===== src/rtl/pulse_generator_if.sv =====
// Signal bundle between a pulse_generator and whatever requests pulses from it.
// The Repeat line exists only when PULSE_GEN_REPEAT_EN is defined.
interface pulse_generator_if #(
  parameter int BITS = 14
) ();
  // Start is a level request: it is taken on any rising Clock edge where the
  // generator is idle (Busy=0) and Width is nonzero; otherwise it is dropped, never queued.
  logic            Start;
  logic [BITS-1:0] Width;
  logic [BITS-1:0] Holdoff;
`ifdef PULSE_GEN_REPEAT_EN
  logic            Repeat;
`endif
  logic            Pulse;
  logic            Busy;
  logic            Done;

`ifdef PULSE_GEN_REPEAT_EN
  modport master (output Start, Width, Holdoff, Repeat, input Pulse, Busy, Done);
  modport slave  (input Start, Width, Holdoff, Repeat, output Pulse, Busy, Done);
`else
  modport master (output Start, Width, Holdoff, input Pulse, Busy, Done);
  modport slave  (input Start, Width, Holdoff, output Pulse, Busy, Done);
`endif
endinterface


===== src/rtl/pulse_generator.sv =====
// One-shot pulse generator: Pulse for Width cycles, then Holdoff busy cycles, then a Done strobe.
// Optional auto-restart is compiled in with PULSE_GEN_REPEAT_EN.
module pulse_generator #(
  parameter int BITS = 14
) (
  input  logic             Clock,
  input  logic             Reset,
  pulse_generator_if.slave bus,
  output logic [1:0]       dbg_state_o
);

  typedef enum logic [1:0] {
    IDLE    = 2'd0,
    PULSE   = 2'd1,
    HOLDOFF = 2'd2
  } state_e;

  localparam logic [BITS-1:0] ONE = {{(BITS-1){1'b0}}, 1'b1};

  state_e          state_q, state_d;
  logic [BITS-1:0] cnt_q, cnt_d;
  logic [BITS-1:0] w_q, w_d;
  logic [BITS-1:0] h_q, h_d;
  logic            pulse_q, pulse_d;
  logic            busy_q, busy_d;
  logic            done_q, done_d;
  logic            seq_end;

  always_ff @(posedge Clock or posedge Reset) begin
    if (Reset) begin
      state_q <= IDLE;
      cnt_q   <= '0;
      w_q     <= '0;
      h_q     <= '0;
      pulse_q <= 1'b0;
      busy_q  <= 1'b0;
      done_q  <= 1'b0;
    end else begin
      state_q <= state_d;
      cnt_q   <= cnt_d;
      w_q     <= w_d;
      h_q     <= h_d;
      pulse_q <= pulse_d;
      busy_q  <= busy_d;
      done_q  <= done_d;
    end
  end

  always_comb begin
    state_d = state_q;
    cnt_d   = cnt_q;
    w_d     = w_q;
    h_d     = h_q;
    done_d  = 1'b0;
    seq_end = 1'b0;

    case (state_q)
      IDLE: begin
        if (bus.Start && (bus.Width != '0)) begin
          w_d     = bus.Width;
          h_d     = bus.Holdoff;
          cnt_d   = bus.Width - ONE;
          state_d = PULSE;
        end
      end
      PULSE: begin
        if (cnt_q == '0) begin
          if (h_q != '0) begin
            cnt_d   = h_q - ONE;
            state_d = HOLDOFF;
          end else begin
            seq_end = 1'b1;
          end
        end else begin
          cnt_d = cnt_q - ONE;
        end
      end
      HOLDOFF: begin
        if (cnt_q == '0) begin
          seq_end = 1'b1;
        end else begin
          cnt_d = cnt_q - ONE;
        end
      end
      default: state_d = IDLE;
    endcase

    // Sequence end: the strobe lands in the cycle after the last busy cycle.
    if (seq_end) begin
      done_d = 1'b1;
`ifdef PULSE_GEN_REPEAT_EN
      if (bus.Repeat) begin
        cnt_d   = w_q - ONE;
        state_d = PULSE;
      end else begin
        state_d = IDLE;
      end
`else
      state_d = IDLE;
`endif
    end

    // Outputs are registered copies of the next state, so they change on the edge itself.
    pulse_d = (state_d == PULSE);
    busy_d  = (state_d != IDLE);
  end

  assign bus.Pulse   = pulse_q;
  assign bus.Busy    = busy_q;
  assign bus.Done    = done_q;
  assign dbg_state_o = state_q;

endmodule

===== src/flat_wrapper.sv =====
// flat-port wrapper written by rule: the top's interface ports become plain ports
module pulse_generator_flat 
#(
  parameter int BITS = 14
)
  (Clock, Reset, dbg_state_o, bus_Start, bus_Width, bus_Holdoff, bus_Pulse, bus_Busy, bus_Done);
  pulse_generator_if #(.BITS(BITS)) bus_i ();
  input  logic Clock;
  input  logic Reset;
  output logic [1:0] dbg_state_o;
  input wire logic [$bits(bus_i.Start)-1:0] bus_Start;
  input wire logic [$bits(bus_i.Width)-1:0] bus_Width;
  input wire logic [$bits(bus_i.Holdoff)-1:0] bus_Holdoff;
  output wire logic [$bits(bus_i.Pulse)-1:0] bus_Pulse;
  output wire logic [$bits(bus_i.Busy)-1:0] bus_Busy;
  output wire logic [$bits(bus_i.Done)-1:0] bus_Done;
  assign bus_i.Start = bus_Start;
  assign bus_i.Width = bus_Width;
  assign bus_i.Holdoff = bus_Holdoff;
  assign bus_Pulse = bus_i.Pulse;
  assign bus_Busy = bus_i.Busy;
  assign bus_Done = bus_i.Done;
  pulse_generator #(.BITS(BITS)) u_core (.Clock(Clock), .Reset(Reset), .bus(bus_i), .dbg_state_o(dbg_state_o));
endmodule

===== config.mk =====
export PLATFORM = sky130hd
export DESIGN_NAME = pulse_generator_flat
export DESIGN_NICKNAME = d
export VERILOG_FILES = /design/src/rtl/pulse_generator_if.sv /design/src/rtl/pulse_generator.sv /design/src/flat_wrapper.sv
export SDC_FILE = /design/constraint.sdc
export NUM_CORES = 1
export LEC_CHECK = 0
export BUFFER_PORTS_ARGS = -buffer_cell sky130_fd_sc_hd__buf_2
export CAP_MARGIN = 0
export CORE_ASPECT_RATIO = 1.1
export CORE_MARGIN = 4
export CORE_UTILIZATION = 45
export DETAILED_ROUTE_END_ITERATION = 7
export PLACE_DENSITY = 0.63
export SYNTH_ARGS = -nofsm -noshare
export SYNTH_HDL_FRONTEND = slang
export SYNTH_SLANG_ARGS = --single-unit

===== constraint.sdc =====
create_clock -name Clock -period 5.4 [get_ports Clock]
set_input_delay 0.54 -clock Clock [delete_from_list [all_inputs] [get_ports Clock]]
set_output_delay 0.54 -clock Clock [all_outputs]
set_load 0.02 [all_outputs]

==> flow_summary.yaml <==
synth:
  synthFlopType: "dfrtp_1"
  mappedNetlistNets: 333
  ys_seq_elements: 33
  syn_avg_cell_area_um2: 8.70
  synth-edff-count: 0
  ys_warn_count: 0
  synth_cell_types: 56
  syn_inst: 292
  syn_area_um2: 2540
  async_flop_share: 1.00
  yosysSeqAreaShare: 0.325
floorplan:
  io_pins: 36
  dieWidth_um: 79.6
  num_rows: 28
  fp.coreArea_um2: 5430
  dieHeight_um: 86.8
  die-area_um2: 6910
  start_util: 0.468
global_routing:
  grt_pass1_wl_um: 10800
  antenna_found_initial: 0
  grt.total_usage: 0.199
  overflow: 0
  grt_pass1_vias: 2284
  grt_max_degree: 34
drt:
  num_vias: 2314
  drt_wl_total_um: 6480
  drt-initial-drc-count: 200
  viasPerCell: 5.81
  wl_per_cell_um: 16.3
  drtPass1Iterations: 4
  antenna_left: 0
  drc: 0
clock_tree:
  clk_pin_slew_ps: 70
  htreeDepth: 2
  clkSinkCount: 33
  cts_setup_buffers: 0
  ctsRootBufferMaster: "clkbuf_8"
  cts_hold_buf: 0
  cts_tree: "yes"
  cts-resized-gates: 0
  cts_buffers: 5
  clock_path_buffers: 2
  clock_latency_ps: 290
worst_setup_path:
  critPathLaunchType: "register"
  critPathSlowestCell: "nand4_1"
  critical_path.max_fanout: 13
  required_ps: 5580
  crit_type: "register to register"
  slowest_delay_ps: 650
  cp_data_arrival_time_ps: 3020
  path_cells: "nor4_1 -> nand4_1 -> a21oi_2 -> o32a_1 -> a211oi_1 -> a21o_1"
  worst_setup_path_end_kind: "register"
placement:
  place.gp.congestion: 0.827
  place_area_um2: 2750
  portBuffers: 35
  dp_hpwl_um: 4900
timing:
  finalSetupTns_ps: 0
  rsz0062_at_grt: "no"
  fmax_ghz: 0.353
  final_max_slew_viol_count: 0
  hold_slack_ps: 330
  finalClockSkew_ps: 8.79
  slew_headroom: 0.486
  hold_viol: 0
  finalSetupViolCount: 0
  post-route-min-period_ps: 2830
  period_share: 0.525
  worst_pin_slew_ps: 769
flow_run:
  drv_cap: 0
power:
  p_leak_nw: 1.14
  total_power_mw: 1.43
  p_per_area_nw_per_um2: 504
  vdd.ir_drop.worst_mv: 0.293
finish:
  drive_above_1_share: 0.211
  antennaDiodeCount: 0
  final_util: 0.522
  fin_area_um2: 2830
  area_growth_pct: 11.5
  fin_nets: 363
  num-fill-cells: 538
run_status:
  status: "completed"
min_path:
  min_path_type: "input pin to asynchronous set/reset pin"
## registers in the layout (all words and copies together), names as in the netlist
name and count:
u_core.bus.Busy 1, u_core.bus.Done 1, u_core.bus.Pulse 1, u_core.cnt_q 14
u_core.dbg_state_o 2, u_core.h_q 14
## worst paths after layout
| kind | from | slack (ps) | to | depth (start not counted) |
|---|---|---|---|---|
| worst max-delay path | u_core.cnt_q[8]$_DFFE_PP0P_ | 2570 | u_core.cnt_q[7]$_DFFE_PP0P_ | 6 |
| worst min-delay path | Reset | 330 | u_core.bus.Pulse$_DFF_PP0_ | 3 |
| worst max register to register | u_core.cnt_q[8]$_DFFE_PP0P_ | 2570 | u_core.cnt_q[7]$_DFFE_PP0P_ | 6 |
| worst min register to register | u_core.h_q[12]$_DFFE_PP0P_ | 520 | u_core.h_q[12]$_DFFE_PP0P_ | 1 |
| max in group asynchronous | Reset | 4760 | u_core.cnt_q[6]$_DFFE_PP0P_ | 3 |
| min in group Clock | bus_Holdoff[1] | 460 | u_core.h_q[1]$_DFFE_PP0P_ | 3 |
## layer usage
layer / GRT usage / vias up / share of wire
li1: - / 1148 / -
met1: 0.254 / 1086 / 0.43
met2: 0.342 / 67 / 0.49
met3: 0.0312 / 13 / 0.055
met4: 0.0688 / 0 / 0.024
met5: 0 / - / 0
## cells in the mapped netlist (2+ instances only)
cell      number  share of area
nand2_1       16          0.024
nor3_1        15          0.030
or4b_2         3          0.012
mux2_2        12          0.053
nand2b_1       2         0.0049
and3_1         3         0.0074
nor2b_1        4         0.0099
buf_2          2         0.0039
nor3b_1        2         0.0059
o221ai_1       4          0.014
nand3_1        6          0.012
o41ai_1        3          0.010
nor4_1        11          0.027
a22o_1         4          0.014
ha_1          10          0.049
o21ai_0       20          0.039
clkbuf_1       9          0.013
xor2_1         8          0.028
a31oi_1        5          0.012
dfrtp_1       33           0.33
a221oi_1       3          0.010
or3_1          5          0.012
a21oi_1       10          0.020
inv_1         12          0.018
o311ai_0       2         0.0069
a21o_1         3         0.0089
or4_1          6          0.018
nor2_1        23          0.034
xnor2_1       18          0.062
o31ai_1        3         0.0089
o22ai_1        2         0.0049
nand4_1        4         0.0099
or2_2          2         0.0049
o21ai_1        4         0.0079
buf_6          2         0.0089
## through the flow
| step | setup WS [ps] | instances |
|---|---|---|
| final | 2570 | 398 |
| after global routing | 2330 | 398 |
| after CTS | 2590 | 398 |
| after detailed placement | 2610 | 390 |
| after global placement | 2660 | 390 |
| after floorplan | 3080 | 292 |
## layout by cell type (no fill, tap or decap), types with 5 or more instances in the layout
master,count
or3_1,5
xor2_1,8
nor4_1,11
a31oi_1,5
dfrtp_1,33
nor2_1,23
xnor2_1,18
a21oi_1,10
nand3_1,6
o21ai_0,20
mux2_2,12
or4_1,6
nand2_1,16
nor3_1,15
inv_1,12
clkbuf_8,5
buf_2,35
ha_1,10
## worst max-delay path: cells and delay by family (launching register included)
| kind | cells | cell delay [ps] |
|---|---|---|
| and+or+nand+nor | 2 | 1240 |
| AOI/OAI and AO/OA | 4 | 1040 |
| DFF | 1 | 430 |
## cells by family after synthesis
| logic type | Yosys count | share of synthesized area |
|---|---|---|
| DFF | 33 | 0.325 |
| adders and majority gates | 10 | 0.0493 |
| xor gates and xnor gates | 26 | 0.0897 |
| muxes | 12 | 0.0532 |
| buffers and inverters | 27 | 0.0483 |
| AOI/OAI and AO/OA | 74 | 0.195 |
| and+or+nand+nor | 110 | 0.239 |
## final cells by class
| type | instances | area (um^2) | share of cell area |
|---|---|---|---|
| clock buffers | 6 | 72.6 | 0.0256 |
| clock inverters | 2 | 10.0 | 0.00353 |
| inverters | 13 | 48.8 | 0.0172 |
| multi-input cells | 232 | 1590 | 0.562 |
| flip-flops and latches | 33 | 826 | 0.292 |
| well taps | 75 | 93.8 | 0.0331 |
| repair buffers | 37 | 190 | 0.0671 |
## power breakdown
part,leakage (nW),internal (mW),switching (mW)
logic,0.696,0.317,0.406
registers,0.399,0.366,0.156
clock network,0.0450,0.0893,0.0928
Power figures use the tool's default switching activity.
